<file path="src/rtl/bictr_cmd_seq.sv">
// Command sequencer driving a decoded bidirectional counter, with a shadow count and wrap counter.
// Optional carry cross-check enabled by defining BICTR_SEQ_CARRY_CHECK_EN.
`timescale 1ns/1ps
module bictr_cmd_seq #(
  parameter int WIDTH = 8,
  parameter int STEPW = 16
) (
  input  logic             clk,
  input  logic             rst,
  input  logic             cmd_valid,
  output logic             cmd_ready,
  input  logic [1:0]       cmd_op,
  input  logic [STEPW-1:0] cmd_arg,
  output logic             load,
  output logic             cen,
  output logic             count_up_dwn,
  output logic [WIDTH-1:0] data_preset,
  input  logic             ctr_carry,
  output logic [WIDTH-1:0] exp_count,
  output logic [7:0]       wrap_cnt,
  output logic             busy,
  output logic             done,
  output logic             err
);

  typedef enum logic [1:0] {
    ST_IDLE = 2'd0,
    ST_LOAD = 2'd1,
    ST_RUN  = 2'd2,
    ST_DONE = 2'd3
  } state_t;

  localparam logic [1:0]       OP_NOP   = 2'b00;
  localparam logic [1:0]       OP_LOAD  = 2'b01;
  localparam logic [WIDTH-1:0] ALL_ONES = {WIDTH{1'b1}};
  localparam logic [WIDTH-1:0] ZERO_W   = {WIDTH{1'b0}};
  localparam logic [WIDTH-1:0] ONE_W    = {{(WIDTH-1){1'b0}}, 1'b1};
  localparam logic [STEPW-1:0] ZERO_S   = {STEPW{1'b0}};
  localparam logic [STEPW-1:0] ONE_S    = {{(STEPW-1){1'b0}}, 1'b1};

  state_t             state_r, state_nx_s;
  logic [STEPW-1:0]   remaining_r;
  logic               cmd_ready_r, load_r, cen_r, dir_r, busy_r, done_r, err_r;
  logic [WIDTH-1:0]   preset_r, exp_count_r;
  logic [7:0]         wrap_cnt_r;
  logic               accept_s, pred_carry_s, count_cmd_s;

  assign accept_s     = cmd_valid & cmd_ready_r;
  assign count_cmd_s  = cmd_op[1] & (cmd_arg != ZERO_S);
  // Carry the counter must raise this cycle, judged from the pre-update shadow.
  assign pred_carry_s = (dir_r & (exp_count_r == ALL_ONES)) | (~dir_r & (exp_count_r == ZERO_W));

  // Next-state decode.
  always_comb begin
    state_nx_s = state_r;
    case (state_r)
      ST_IDLE: begin
        if (!accept_s) begin
          state_nx_s = ST_IDLE;
        end else if (cmd_op == OP_LOAD) begin
          state_nx_s = ST_LOAD;
        end else if ((cmd_op == OP_NOP) || (cmd_arg == ZERO_S)) begin
          state_nx_s = ST_DONE;
        end else begin
          state_nx_s = ST_RUN;
        end
      end
      ST_LOAD: state_nx_s = ST_DONE;
      ST_RUN: begin
        if (remaining_r == ONE_S) begin
          state_nx_s = ST_DONE;
        end else begin
          state_nx_s = ST_RUN;
        end
      end
      ST_DONE: state_nx_s = ST_IDLE;
      default: state_nx_s = ST_IDLE;
    endcase
  end

  // State register and control strobes, registered from the next state.
  always_ff @(posedge clk or posedge rst) begin
    if (rst) begin
      state_r     <= ST_IDLE;
      cmd_ready_r <= 1'b1;
      load_r      <= 1'b0;
      cen_r       <= 1'b0;
      busy_r      <= 1'b0;
      done_r      <= 1'b0;
    end else begin
      state_r     <= state_nx_s;
      cmd_ready_r <= (state_nx_s == ST_IDLE);
      load_r      <= (state_nx_s == ST_LOAD);
      cen_r       <= (state_nx_s == ST_RUN);
      busy_r      <= (state_nx_s != ST_IDLE);
      done_r      <= (state_nx_s == ST_DONE);
    end
  end

  // Latched command data: preset value, direction and remaining step count.
  always_ff @(posedge clk or posedge rst) begin
    if (rst) begin
      preset_r    <= ZERO_W;
      dir_r       <= 1'b1;
      remaining_r <= ZERO_S;
    end else begin
      if (accept_s && (cmd_op == OP_LOAD)) begin
        preset_r <= cmd_arg[WIDTH-1:0];
      end
      if (accept_s && count_cmd_s) begin
        dir_r       <= ~cmd_op[0];
        remaining_r <= cmd_arg;
      end else if (state_r == ST_RUN) begin
        remaining_r <= remaining_r - ONE_S;
      end
    end
  end

  // Shadow counter, updated on the same edge the real counter samples load/cen.
  always_ff @(posedge clk or posedge rst) begin
    if (rst) begin
      exp_count_r <= ZERO_W;
      wrap_cnt_r  <= 8'd0;
    end else if (load_r) begin
      exp_count_r <= preset_r;
    end else if (cen_r) begin
      exp_count_r <= dir_r ? (exp_count_r + ONE_W) : (exp_count_r - ONE_W);
      if (pred_carry_s && (wrap_cnt_r != 8'hFF)) begin
        wrap_cnt_r <= wrap_cnt_r + 8'd1;
      end
    end
  end

`ifdef BICTR_SEQ_CARRY_CHECK_EN
  // Sticky flag: counter carry disagreed with the shadow prediction in a run cycle.
  always_ff @(posedge clk or posedge rst) begin
    if (rst) begin
      err_r <= 1'b0;
    end else if (cen_r && (ctr_carry != pred_carry_s)) begin
      err_r <= 1'b1;
    end
  end
`else
  logic unused_carry_s;
  assign unused_carry_s = ctr_carry;
  assign err_r          = 1'b0;
`endif

  assign cmd_ready    = cmd_ready_r;
  assign load         = load_r;
  assign cen          = cen_r;
  assign count_up_dwn = dir_r;
  assign data_preset  = preset_r;
  assign exp_count    = exp_count_r;
  assign wrap_cnt     = wrap_cnt_r;
  assign busy         = busy_r;
  assign done         = done_r;
  assign err          = err_r;

endmodule
</file>
<file path="config.mk">
export PLATFORM = sky130hd
export DESIGN_NAME = bictr_cmd_seq
export DESIGN_NICKNAME = d
export VERILOG_FILES = /design/src/rtl/bictr_cmd_seq.sv
export SDC_FILE = /design/constraint.sdc
export NUM_CORES = 1
export LEC_CHECK = 0
export BUFFER_PORTS_ARGS = -buffer_cell sky130_fd_sc_hd__buf_2
export CAP_MARGIN = 30
export CORE_MARGIN = 2
export CORE_UTILIZATION = 55
export CTS_CLUSTER_SIZE = 14
export DETAILED_ROUTE_END_ITERATION = 8
export PLACE_DENSITY = 0.79
export SYNTH_ARGS = -nofsm -noshare
export SYNTH_HDL_FRONTEND = slang
export SYNTH_SLANG_ARGS = --single-unit
export TNS_END_PERCENT = 30
</file>
<file path="constraint.sdc">
create_clock -name clk -period 2.45 [get_ports clk]
set_input_delay 0.245 -clock clk [delete_from_list [all_inputs] [get_ports clk]]
set_output_delay 0.245 -clock clk [all_outputs]
set_load 0.005 [all_outputs]
</file>
==> flow_summary.yaml <==
power:
  vdd_drop_max_uv: 673
  p_leak_uw: 0.00142
  p_per_area_nw_per_um2: 1220
  power_uw: 3790
floorplanning:
  rows: 25
  io_pins: 53
  die_h_um: 73.1
  initial_core_util_pct: 56.4
  core_region_area_sq_um: 4660
  die_area_sq_um: 5350
  fp.dieW_um: 73.1
cells_and_area:
  n_fill_cell: 370
  fin_util_pct: 66.8
  drive_gt1_share_pct: 29.9
  nets: 355
  antennaDiodeCount: 0
  syn2layout_area_growth_pct: 18.5
status:
  status: "complete, no violations"
worst_setup_path:
  path_class: "flop to flop"
  rr_startpoint: "count_up_dwn$_DFFE_PP1P_"
  cp_cell_sequence: "clkinvlp_4, buf_4, ha_4, a211oi_1, o21bai_1, a21oi_1, or4b_2, nand4_1"
  path_buf_inv: 2
  r2r_end: "exp_count[6]$_DFFE_PP0P_"
  max_stage_delay_ns: 0.60
  cp-start-kind: "flop"
  end_kind: "flop"
  timing.reg2reg.setup_slack_ns: 0.10
  critPathSlowestCell: "or4b_2"
  reg2reg_depth: 8
  path_delay_family: "simple AND/OR/NAND/NOR gates"
  cp.required_ns: 2.69
  critPathMaxFanout: 8
  critPathArrivalTime_ns: 2.59
  crit_path_start: "count_up_dwn$_DFFE_PP1P_"
routing:
  first_pass_iters: 4
  drt_wl_total_um: 5420
  wire_per_inst_um: 14.5
  vias: 2074
  ant_nets: 0
  drtIter0Drc: 93
  vias_per_cell: 5.53
  detail_route.drc_violations: 0
sta:
  tns_ns: 0
  hold_viol: 0
  drv_slew: 0
  setup_slack_ns: 0.104
  setup_viol: 0
  max_freq_mhz: 426
  slew_headroom_pct: 58.9
  fin_crit_ns: 2.35
  fin_crit_sh_pct: 95.7
  timing.hold.ws_ns: 0.0814
  worst_pin_slew_ns: 0.612
  fin_skew_ns: 0.00478
synth:
  avgSynthCellArea_sq_um: 10.1
  synth_fp_nets: 295
  netlist_top_cells_area: "dfrtp_1, ha_1, mux2_2"
  synth-edff-count: 0
  synth_ff_type: "dfrtp_1"
  yosysTopAreaCell: "dfrtp_1"
  async_flop_share_pct: 100
  syn_inst: 260
  synth_top_cell_area_share_pct: 43.8
  yosysWarningCount: 0
  synth-seq-cells: 48
  yosysMostFrequentCell: "dfrtp_1"
  synth.distinct_cells: 47
  netlist_area_sq_um: 2630
  seq_area_frac_synth_pct: 45.8
  synthTopCellsByCount: "dfrtp_1, nor2_1, nand2_1"
placed_design:
  place_ws_ns: 0.149
  dp_hpwl_um: 4050
  gp_congestion: 0.883
  port_buffers: 50
job:
  drv_cap: 0
cts:
  cts_max_level: 2
  root_buffer: "clkbuf_8"
  clk_pin_slew_ns: 0.09
  cts_tree: "done"
  cts_buffer_depth: 2
  clock_sinks: 48
  postCtsHoldBufs: 0
  worstSkewPairLatency_ns: 0.30
  cts_made_buffers: 5
grt:
  grtUsageTotal_pct: 21.4
  grt_pass1_wl_um: 8760
  grt_max_degree: 49
  gr-total-overflow: 0
  antenna_found_initial: 0
  grt_pass1_vias: 1939
worst_hold_path:
  holdCritPathClass: "primary input to async pin"
through the flow:
stage	cells	instance area [sq um]
global route	375	3110
floorplan	260	2630
finish	375	3110
CTS	369	3040
detailed placement	361	2950
global placement	361	2950
worst reg2reg max path, cell delays in order, from the launching register on:
cell,delay (ns)
dfstp_2,0.58
clkinvlp_4,0.18
buf_4,0.19
ha_4,0.28
a211oi_1,0.10
o21bai_1,0.15
a21oi_1,0.10
or4b_2,0.61
nand4_1,0.09
final cells by class:
| cell class | count | area [sq um] | share of cell area, % |
|---|---|---|---|
| multi-input cells | 193 | 1370 | 44.1 |
| flip-flops and latches | 48 | 1200 | 38.6 |
| repair buffers | 61 | 333 | 10.7 |
| inverters | 11 | 45.0 | 1.45 |
| clock buffers | 5 | 68.8 | 2.21 |
| well taps | 54 | 67.6 | 2.17 |
| clock inverters | 3 | 22.5 | 0.723 |
worst max-delay path by stage:
stage	slack, ns	endpoint	cells after the start
after CTS	0.11	exp_count[6]$_DFFE_PP0P_	7
final	0.10	exp_count[6]$_DFFE_PP0P_	8
after global routing	-0.007	exp_count[6]$_DFFE_PP0P_	8
after global placement	0.21	exp_count[6]$_DFFE_PP0P_	7
after floorplan	0.32	exp_count[6]$_DFFE_PP0P_	7
after detailed placement	0.15	exp_count[6]$_DFFE_PP0P_	7
per-layer routing:
layer / up-vias / track usage, % / wire (um)
met5: - / 0 / 0
met4: 0 / 4.94 / 47
met3: 4 / 4.14 / 200
met2: 49 / 34.3 / 2610
met1: 979 / 29.9 / 2570
li1: 1042 / - / -
registers in the layout, summed over array words and instances, names as in the netlist:
register	cells
data_preset	8
cen	1
wrap_cnt	8
cmd_ready	1
state_r	2
done	1
busy	1
remaining_r	16
exp_count	8
load	1
count_up_dwn	1
what timing repair did:
item	4_1_cts	5_1_grt
setup buffers	0	6
resized for setup	0	3
endpoints found under the setup margin	0	1
placed cells by master (no fill, tap or decap), types with 3 or more instances in the layout:
cell,Yosys,routed
clkbuf_8,0,5
and3_1,4,4
a21oi_1,19,19
buf_2,0,50
xnor2_1,14,14
nor4_1,7,7
o21ai_0,12,12
dfrtp_1,46,46
nand4_1,8,8
inv_1,11,9
nand2_1,21,21
nor3_1,3,3
buf_4,1,11
xor2_1,10,10
mux2_2,11,11
nand3_1,6,6
nor2_1,24,24
a211oi_1,4,4
ha_1,12,10
report_power, final:
| part | internal, uW | switching [uW] | leakage, uW |
|---|---|---|---|
| clock | 205 | 280 | 0.0000485 |
| combinational | 904 | 867 | 0.000798 |
| sequential | 1140 | 389 | 0.000577 |
| total | 2250 | 1540 | 0.00142 |
kinds of logic after synthesis:
kind of cell / share of synthesized area, %
simple gates: 20.3
compound gates: 11.0
flops: 45.8
xor+xnor: 8.00
buf+inv: 2.86
fa+ha+maj: 6.48
mux: 5.48
other cells: 0.143
(Power assumes the default switching activity.)
